**src/rtl/ras_pkg.sv**
```systemverilog
// Shared types and default sizing for the return-address-stack controller.
package ras_pkg;

  // Controller states: accepting traffic, or waiting on bram read data.
  typedef enum logic {
    RAS_IDLE   = 1'b0,
    RAS_REFILL = 1'b1
  } ras_state_t;

  localparam int RAS_WIDTH = 32;
  localparam int RAS_ADDR  = 4;
  localparam int RAS_DEPTH = 1 << RAS_ADDR;

endpackage

```
**src/rtl/ras_stack_ctrl_bram.sv**
```systemverilog
// Simple dual-port block RAM: two address ports, registered read on port B.
// Contents are never reset.
module bram #(
  parameter int DEPTH = 16,
  parameter int WIDTH = 32,
  parameter int ADDR  = 4
) (
  input  logic             clk,
  input  logic             ena,
  input  logic             wea,
  input  logic [ADDR-1:0]  addra,
  input  logic [WIDTH-1:0] dia,
  input  logic             enb,
  input  logic             web,
  input  logic [ADDR-1:0]  addrb,
  input  logic [WIDTH-1:0] dib,
  output logic [WIDTH-1:0] dob
);

  logic [WIDTH-1:0] r_mem [DEPTH];
  logic [WIDTH-1:0] r_dob;

  // Writes from either port and the registered port-B read share one process.
  always_ff @(posedge clk) begin
    if (ena && wea) begin
      r_mem[addra] <= dia;
    end
    if (enb && web) begin
      r_mem[addrb] <= dib;
    end
    if (enb) begin
      r_dob <= r_mem[addrb];
    end
  end

  assign dob = r_dob;

endmodule

```
**src/rtl/ras_stack_ctrl.sv**
```systemverilog
// Return-address-stack controller. The top of stack lives in a register so the
// predicted return address is visible combinationally; older entries spill to
// a circular bram and come back one cycle after a pop.
import ras_pkg::*;

module ras_stack_ctrl #(
  parameter int WIDTH = RAS_WIDTH,
  parameter int ADDR  = RAS_ADDR,
  parameter int DEPTH = RAS_DEPTH
) (
  input  logic             clk,
  input  logic             rst,
  input  logic             push_valid,
  input  logic [WIDTH-1:0] push_data,
  output logic             push_ready,
  input  logic             pop_valid,
  output logic             pop_ready,
  output logic             top_valid,
  output logic [WIDTH-1:0] top_data,
  output logic [ADDR:0]    count,
  output logic             overflow
);

  if (DEPTH != (1 << ADDR)) begin : g_depth_chk
    $error("ras_stack_ctrl: DEPTH must equal 2**ADDR");
  end

  localparam logic [ADDR:0] LP_FULL = (ADDR+1)'(DEPTH);

  ras_state_t       r_state;
  ras_state_t       w_state_next;
  logic             r_tos_valid;
  logic [WIDTH-1:0] r_tos;
  logic [ADDR-1:0]  r_wr_ptr;
  logic [ADDR:0]    r_count;
  logic             r_overflow;

  logic             w_idle;
  logic             w_push_acc;
  logic             w_pop_acc;
  logic             w_spill;
  logic             w_refill_req;
  logic             w_ena;
  logic             w_enb;
  logic [ADDR-1:0]  w_rd_addr;
  logic [WIDTH-1:0] w_dob;

  // Handshake qualifiers; readiness depends on state only, never on inputs.
  assign w_idle       = (r_state == RAS_IDLE);
  assign w_push_acc   = push_valid && w_idle;
  assign w_pop_acc    = pop_valid && w_idle && r_tos_valid;
  assign w_spill      = w_push_acc && !w_pop_acc && r_tos_valid;
  assign w_refill_req = w_pop_acc && !w_push_acc && (r_count != '0);
  assign w_rd_addr    = r_wr_ptr - ADDR'(1);

  // State register.
  always_ff @(posedge clk or posedge rst) begin
    if (rst) begin
      r_state <= RAS_IDLE;
    end else begin
      r_state <= w_state_next;
    end
  end

  // Next state: a pop with spilled entries waits one cycle for read data.
  always_comb begin
    w_state_next = r_state;
    case (r_state)
      RAS_IDLE:   if (w_refill_req) w_state_next = RAS_REFILL;
      RAS_REFILL: w_state_next = RAS_IDLE;
      default:    w_state_next = RAS_IDLE;
    endcase
  end

  // Outputs: handshakes, visibility of the TOS and bram port enables.
  always_comb begin
    push_ready = w_idle;
    pop_ready  = w_idle && r_tos_valid;
    top_valid  = w_idle && r_tos_valid;
    w_ena      = w_spill;
    w_enb      = w_refill_req;
  end

  // TOS, spill pointer, occupancy and sticky overflow.
  always_ff @(posedge clk or posedge rst) begin
    if (rst) begin
      r_tos_valid <= 1'b0;
      r_tos       <= '0;
      r_wr_ptr    <= '0;
      r_count     <= '0;
      r_overflow  <= 1'b0;
    end else if (r_state == RAS_REFILL) begin
      r_tos <= w_dob;
    end else if (w_push_acc && w_pop_acc) begin
      // Call and return together: the new address simply replaces the TOS.
      r_tos <= push_data;
    end else if (w_push_acc) begin
      r_tos       <= push_data;
      r_tos_valid <= 1'b1;
      if (r_tos_valid) begin
        r_wr_ptr <= r_wr_ptr + ADDR'(1);
        if (r_count != LP_FULL) begin
          r_count <= r_count + (ADDR+1)'(1);
        end else begin
          // Full ring: the spill has just overwritten the oldest entry.
          r_overflow <= 1'b1;
        end
      end
    end else if (w_pop_acc) begin
      if (r_count == '0) begin
        r_tos_valid <= 1'b0;
      end else begin
        r_wr_ptr <= w_rd_addr;
        r_count  <= r_count - (ADDR+1)'(1);
      end
    end
  end

  assign top_data = r_tos;
  assign count    = r_count;
  assign overflow = r_overflow;

  bram #(
    .DEPTH (DEPTH),
    .WIDTH (WIDTH),
    .ADDR  (ADDR)
  ) u_bram (
    .clk   (clk),
    .ena   (w_ena),
    .wea   (w_ena),
    .addra (r_wr_ptr),
    .dia   (r_tos),
    .enb   (w_enb),
    .web   (1'b0),
    .addrb (w_rd_addr),
    .dib   ({WIDTH{1'b0}}),
    .dob   (w_dob)
  );

endmodule

```
**config.mk**
```make
export PLATFORM = sky130hd
export DESIGN_NAME = ras_stack_ctrl
export DESIGN_NICKNAME = d
export VERILOG_FILES = /design/src/rtl/ras_pkg.sv /design/src/rtl/ras_stack_ctrl_bram.sv /design/src/rtl/ras_stack_ctrl.sv
export SDC_FILE = /design/constraint.sdc
export NUM_CORES = 1
export LEC_CHECK = 0
export CELL_PAD_IN_SITES_DETAIL_PLACEMENT = 1
export CELL_PAD_IN_SITES_GLOBAL_PLACEMENT = 1
export CORE_UTILIZATION = 49
export DETAILED_ROUTE_END_ITERATION = 7
export GPL_TIMING_DRIVEN = 1
export HOLD_SLACK_MARGIN = 0.15
export MAX_ROUTING_LAYER = met4
export PLACE_DENSITY_LB_ADDON = 0.1
export SKIP_CTS_REPAIR_TIMING = 1
export SLEW_MARGIN = 25
export SYNTH_ARGS = -nofsm -noshare
export SYNTH_HDL_FRONTEND = slang
export SYNTH_SLANG_ARGS = --single-unit
```
**constraint.sdc**
```tcl
create_clock -name clk -period 4.3 [get_ports clk]
set_input_delay 0.86 -clock clk [delete_from_list [all_inputs] [get_ports clk]]
set_output_delay 0.86 -clock clk [all_outputs]
set_load 0.02 [all_outputs]
```
==> results.yml <==
min_path:
  hold_path_class: "flip-flop to flip-flop"
  hold-path-endpoint: "top_data[15]"
  worstHoldPathCells: 2
  min-delay-start: "u_bram.dob[15]"
sta:
  tightestPinTransition_ps: 854.2
  report.final.slew_viol_count: 0
  skew_ps: 16.77
  timing.final.hold_violations: 0
  maxSlewHeadroom_pct: 43.06
  final.period_utilization_pct: 79.66
  timing.final.setup_violations: 0
  period_needed_ps: 3425
  grt_setup_unrepaired: "no"
  peak_clock_frequency_supported_by_timing_ghz: 0.2919
  totalNegativeSetupSlack_ps: 0
finish:
  postLayoutCoreUtil_pct: 57.74
  count_of_fill_cells_added_during_filler_insertion: 3881
  drive_above_1_share_pct: 26.32
  post_layout_cell_count: 1770
  finish.net_count: 1167
  area_growth_pct: 16.17
  antenna_cells: 0
  final_common_cell: "sky130_fd_sc_hd__edfxtp_1"
  most-common-layout-cells: "544 x sky130_fd_sc_hd__edfxtp_1, 160 x sky130_fd_sc_hd__mux4_2, 75 x sky130_fd_sc_hd__clkdlybuf4s50_1, 61 x sky130_fd_sc_hd__clkbuf_16, 49 x sky130_fd_sc_hd__nand2_1"
critical_path:
  crit_required_ps: 3440
  worst-r2r-cell-count: 5
  crit_path_end_kind: "output pin"
  timing.reg2reg.setup_slack_ps: 1140
  r2r-start: "r_wr_ptr[0]"
  timing_worst_setup_path_type: "flip-flop to output pin"
  worstPathMaxFanout: 36
  worst_setup_path_start_kind: "flip-flop"
  timing.rr.end: "u_bram.dob[18]"
  cp.arrival_ps: 2570
floorplan:
  placementRows: 78
  floorplan_die_height_um: 216.8
  die_area_um2: 47000
  design.portCount: 77
  floorplan.die.width_um: 216.8
  starting_density_pct: 49.71
  core_area_um2: 45480
route:
  finalWirelength_um: 50960
  vias_per_cell: 5.927
  drt_pre_antenna_iters: 5
  wirelength_per_cell_um: 28.79
  detailroute.via_count: 10490
  route.detailed.drc: 0
  detail-route-antenna-nets: 0
  drt_iter0_markers: 963
placed_design:
  place.port_buffers: 76
  placedCellCount: 1659
  place.gp.congestion: 0.7366
  detailedPlacementHpwl_um: 28220
synthesis:
  synth_enable_flop_cells: 544
  async_reset_ff_share_pct: 7.483
  synth_unique_cells: 35
  most_instantiated_flip_flop_cell_in_the_synthesis_netlist: "sky130_fd_sc_hd__edfxtp_1"
  ys_seq_area_share_pct: 77.13
  synthesis.area_per_instance_um2: 22.58
  ys_ff_latch: 588
  netlist_area_um2: 22610
  post_synthesis_net_count: 1048
  synth-warning-count: 0
  postSynthCellCount: 1001
power:
  static-leakage-power_nw: 8.526
  irDropWorstVdd_mv: 0.5776
  report.power.total_mw: 20.15
  cellPowerDensity_nw_per_um2: 767.4
clock_network:
  clk-insertion-delay-late_ps: 610
  cts_max_level: 2
  clkSinkCount: 588
  clock_slew_at_reported_path_ffs_ps: 60
  cts.path.max_buffers: 3
  cts_tree: "done"
  root_buffer: "sky130_fd_sc_hd__clkbuf_16"
  tritoncts_buffer_count: 59
grt:
  grt_pass1_vias: 11110
  number_of_antenna_violations_at_the_first_check_in_global_routing: 0
  grt_max_degree: 69
  grt_first_pass_wirelength_um: 75710
  grtUsageTotal_pct: 23.25
  grt-ovfl-total: 0
status:
  status: "complete, no violations"
flow_run:
  max-cap-violations: 0
==> sequential cells by signal (all words and copies together) (netlist names) <==
signal,flops
r_tos_valid,1
overflow,1
r_state,1
u_bram.dob,32
top_data,32
count,5
u_bram.r_mem,512
r_wr_ptr,4
==> worst max-delay path by stage <==
stage                    start             endpoint  slack [ps]
floorplan           push_valid   u_bram.r_mem[9][0]        -740
global placement     pop_valid  u_bram.r_mem[6][18]        1090
detailed placement   pop_valid  u_bram.r_mem[6][16]        1060
CTS                    r_state           push_ready         780
global route           r_state           push_ready         680
finish                 r_state           push_ready         870
==> worst max-delay path: stages (launching register included) <==
cell                              delay [ps]
sky130_fd_sc_hd__dfrtp_2                 810
sky130_fd_sc_hd__buf_4                   490
sky130_fd_sc_hd__inv_1                   110
sky130_fd_sc_hd__clkdlybuf4s50_1         550
==> area by class of cell <==
| cell class | count | area, µm² | share of cell area [%] |
|---|---|---|---|
| tap | 600 | 750.7 | 2.859 |
| clock buffer | 75 | 1609 | 6.127 |
| multi-input combinational | 355 | 4922 | 18.74 |
| sequential | 588 | 17440 | 66.42 |
| timing repair buffer | 110 | 1149 | 4.374 |
| clock inverter | 36 | 366.6 | 1.396 |
| inverter | 6 | 22.52 | 0.08576 |
==> cells in the mapped netlist (2+ instances only) <==
| library cell | number | area share (%) |
|---|---|---|
| sky130_fd_sc_hd__mux4_2 | 160 | 16 |
| sky130_fd_sc_hd__xor2_1 | 2 | 0.077 |
| sky130_fd_sc_hd__ha_1 | 11 | 0.61 |
| sky130_fd_sc_hd__a21oi_1 | 3 | 0.066 |
| sky130_fd_sc_hd__or4_1 | 2 | 0.066 |
| sky130_fd_sc_hd__mux2i_1 | 32 | 1.4 |
| sky130_fd_sc_hd__o21ai_0 | 36 | 0.80 |
| sky130_fd_sc_hd__and3_1 | 3 | 0.083 |
| sky130_fd_sc_hd__nor3b_1 | 3 | 0.10 |
| sky130_fd_sc_hd__buf_1 | 2 | 0.033 |
| sky130_fd_sc_hd__nor2b_1 | 2 | 0.055 |
| sky130_fd_sc_hd__nor3_1 | 7 | 0.15 |
| sky130_fd_sc_hd__buf_2 | 14 | 0.31 |
| sky130_fd_sc_hd__and2_1 | 12 | 0.33 |
| sky130_fd_sc_hd__o21ai_1 | 2 | 0.044 |
| sky130_fd_sc_hd__clkbuf_1 | 25 | 0.42 |
| sky130_fd_sc_hd__xnor2_1 | 9 | 0.35 |
| sky130_fd_sc_hd__edfxtp_1 | 544 | 72 |
| sky130_fd_sc_hd__nor2_1 | 10 | 0.17 |
| sky130_fd_sc_hd__nand2_1 | 49 | 0.81 |
| sky130_fd_sc_hd__nand2b_1 | 2 | 0.055 |
| sky130_fd_sc_hd__inv_1 | 6 | 0.10 |
| sky130_fd_sc_hd__dfrtp_1 | 44 | 4.9 |
| sky130_fd_sc_hd__buf_6 | 10 | 0.50 |
==> metal layers <==
layer / GRT usage, % / wire (µm) / up-vias
li1: - / - / 4414
met1: 33.12 / 22720 / 5711
met2: 35.73 / 24710 / 294
met3: 3.536 / 2496 / 71
met4: 5.869 / 1029 / 0
met5: - / 0 / -
==> metrics by stage <==
step	worst slack [ps]	area [µm²]	hold WS, ps
final	874.6	26260	455.2
after global routing	676.5	26260	474.0
after CTS	778.2	26260	458.2
after detailed placement	1059	24290	443.3
after global placement	1087	24290	438.5
after floorplan	-735.9	22610	426.0
==> power breakdown <==
| part | total, mW | switching (mW) | internal (mW) |
|---|---|---|---|
| clock | 5.21 | 2.14 | 3.06 |
| sequential | 8.99 | 1.11 | 7.89 |
| combinational | 5.96 | 2.88 | 3.08 |
| total | 20.2 | 6.12 | 14.0 |
==> kinds of logic (layout without fill, tap and decap cells) <==
| group | Yosys count | after routing | share of synthesized area (%) |
|---|---|---|---|
| flip-flops | 588 | 588 | 77.13 |
| multiplexers | 192 | 192 | 17.36 |
| AND/OR/NAND/NOR | 94 | 94 | 1.970 |
| buffers and inverters | 58 | 227 | 1.389 |
| AO/OA/AOI/OAI | 47 | 47 | 1.118 |
| adder cells (fa/ha/maj) | 11 | 11 | 0.6088 |
| XOR/XNOR | 11 | 11 | 0.4262 |
Power figures use the tool's default switching activity.
==> patch (same settings) <==
`RAS_ADDR`: 4 -> 3.
--- a/src/rtl/ras_pkg.sv
+++ b/src/rtl/ras_pkg.sv
@@ -8,7 +8,7 @@
   } ras_state_t;
 
   localparam int RAS_WIDTH = 32;
-  localparam int RAS_ADDR  = 4;
+  localparam int RAS_ADDR  = 3;
   localparam int RAS_DEPTH = 1 << RAS_ADDR;
 
 endpackage
Interface: changed (resized count); port bits go from 77 to 76. The function was not compared with the original's and may differ.
==> patch against the original RTL <==
- total power is 41% lower
- sequential cell count is 258 lower
- via count is 42% lower
- final area is 42% lower
- first-iteration DRC count is 65% lower
- clock skew is 0.0050 ns higher
- critical path depth stayed put
- wire length is 49% lower
- setup slack better by 0.32 ns
- utilization is 1.7 points higher
- synthesized area is 43% lower
- die area is 43% lower
- non-clock buffer count is 18 lower
==> patch: results (changes against the original RTL) <==
[status]
status=completed

[worst_setup_path]
crit_path_end=push_ready
arrival_ns=2.25  ; -0.32 ns
critPathTopFamily=buffers and inverters
critPathMaxFanout=66  ; +83%
crit_path_start=r_state
cp_slowest_cell=clkdlybuf4s50_1
cpPeakStageDelay_ns=0.59  ; -0.22 ns
r2r_setup_slack_ns=1.43  ; +0.29 ns

[detailed_routing]
drtPass1Iterations=4  ; -1
dr_total_vias=6077  ; -42%
routed_wl_um=26200  ; -49%
dr.first_iter.drc_count=340  ; -65%

[clock_network]
clock_path_buffers=3  ; unchanged
clock_latency_ns=0.52  ; -0.09 ns
clk_pin_slew_ns=0.06  ; about the same
h-tree-depth=2  ; unchanged
cts_buffers=35  ; -41%

[global_route]
grt_pass1_wl_um=40500  ; -47%
track_usage=0.213  ; -0.0197
grt_max_degree=67  ; -2.9%
antenna_found_initial=0  ; unchanged
grt_pass1_vias=6775  ; -39%

[logic_synthesis]
synth.distinct_cells=36  ; +2.9%
synthTopCellsByCount=288 x edfxtp_1, 64 x mux4_2, 42 x dfrtp_1, 40 x nand2_1
synth_edf_count=288  ; -47%
synth.area.top_cells=edfxtp_1 67%, mux4_2 11%, dfrtp_1 8.2%, mux2_2 3.0%, mux2i_1 2.5%
yosys_warnings=0  ; unchanged
synthArstFlopShare=0.127  ; +0.0524
ys_seq_area_frac=0.756  ; -0.0157
synthesis.nets=671  ; -36%
yosys.area.top_type_share=0.674  ; -0.0489

[pwr]
power_clock_mw=2.97  ; -43%
peakVddDrop_mv=0.409  ; -29%
power_leakage_nw=5.07  ; -40%
power_combinational_mw=3.57  ; -40%
p_int_mw=8.23  ; -41%

[place]
dpl_worst_slack_ns=0.919  ; -0.140 ns
port_buffers=75  ; -1.3%
place.gp.congestion=0.745  ; +1.1%
dp_hpwl_um=15200  ; -46%

[final_layout]
largest_reg_flops=256  ; -50%
nFillCells=2169  ; -44%
nets=768  ; -34%
n_antenna_cell=0  ; unchanged
drive_above_1_share=0.252  ; -0.0116

[sta]
worstMarginPinSlew_ns=0.924  ; +0.0695 ns
skew_ns=0.0217  ; +0.00497 ns
fmax_mhz=322  ; +10%

[worst_hold_path]
hold_path.class=reg -> reg

## patch: changes by cell type after synthesis, sizes merged, moves of 4 or more
cell / change
and2: -11
clkbuf: -18
edfxtp: -256
mux2: +34
mux4: -96
nand2: -9
o21ai: -4
xnor2: -4
## patch: area by class of cell
class	instances	area (um2)	area share
clock inverter	20	213	0.0140
inverter	6	27.5	0.00182
tap	330	413	0.0273
clock buffer	44	931	0.0615
multi-input combinational	259	2970	0.196
sequential	330	9700	0.641
timing repair buffer	92	886	0.0585
## patch: how the worst min path moves through the flow
| stage | start | end | slack [ns] |
|---|---|---|---|
| after floorplan | u_bram.dob[27] | top_data[27] | 0.43 |
| after global placement | u_bram.dob[11] | top_data[11] | 0.44 |
| after detailed placement | u_bram.dob[0] | top_data[0] | 0.44 |
| final | u_bram.dob[31] | top_data[31] | 0.46 |
| after global routing | u_bram.dob[18] | top_data[18] | 0.49 |
| after CTS | u_bram.dob[31] | top_data[31] | 0.46 |
## patch: cells by family after synthesis
kind of cell / synth area share
AO/OA/AOI/OAI: 0.0217
XOR/XNOR: 0.00546
adder cells (fa/ha/maj): 0.00780
buffers and inverters: 0.0188
flip-flops: 0.756
multiplexers: 0.167
AND/OR/NAND/NOR: 0.0235
## patch: metrics by stage
stage | cell area [um2] | std cells | power, mW
finish | 15100 | 1081 | 11.9
CTS | 15100 | 1081 | 12.0
floorplan | 12800 | 627 | 7.67
global route | 15100 | 1081 | 12.4
detailed placement | 14000 | 1017 | 9.01
global placement | 14000 | 1017 | 8.86
## patch: per-layer routing
layer / track usage / up-vias / wire, um
li1: - / 2707 / -
met1: 0.274 / 3209 / 11100
met2: 0.362 / 123 / 13800
met3: 0.0288 / 38 / 878
met4: 0.0484 / 0 / 379
met5: - / - / 0
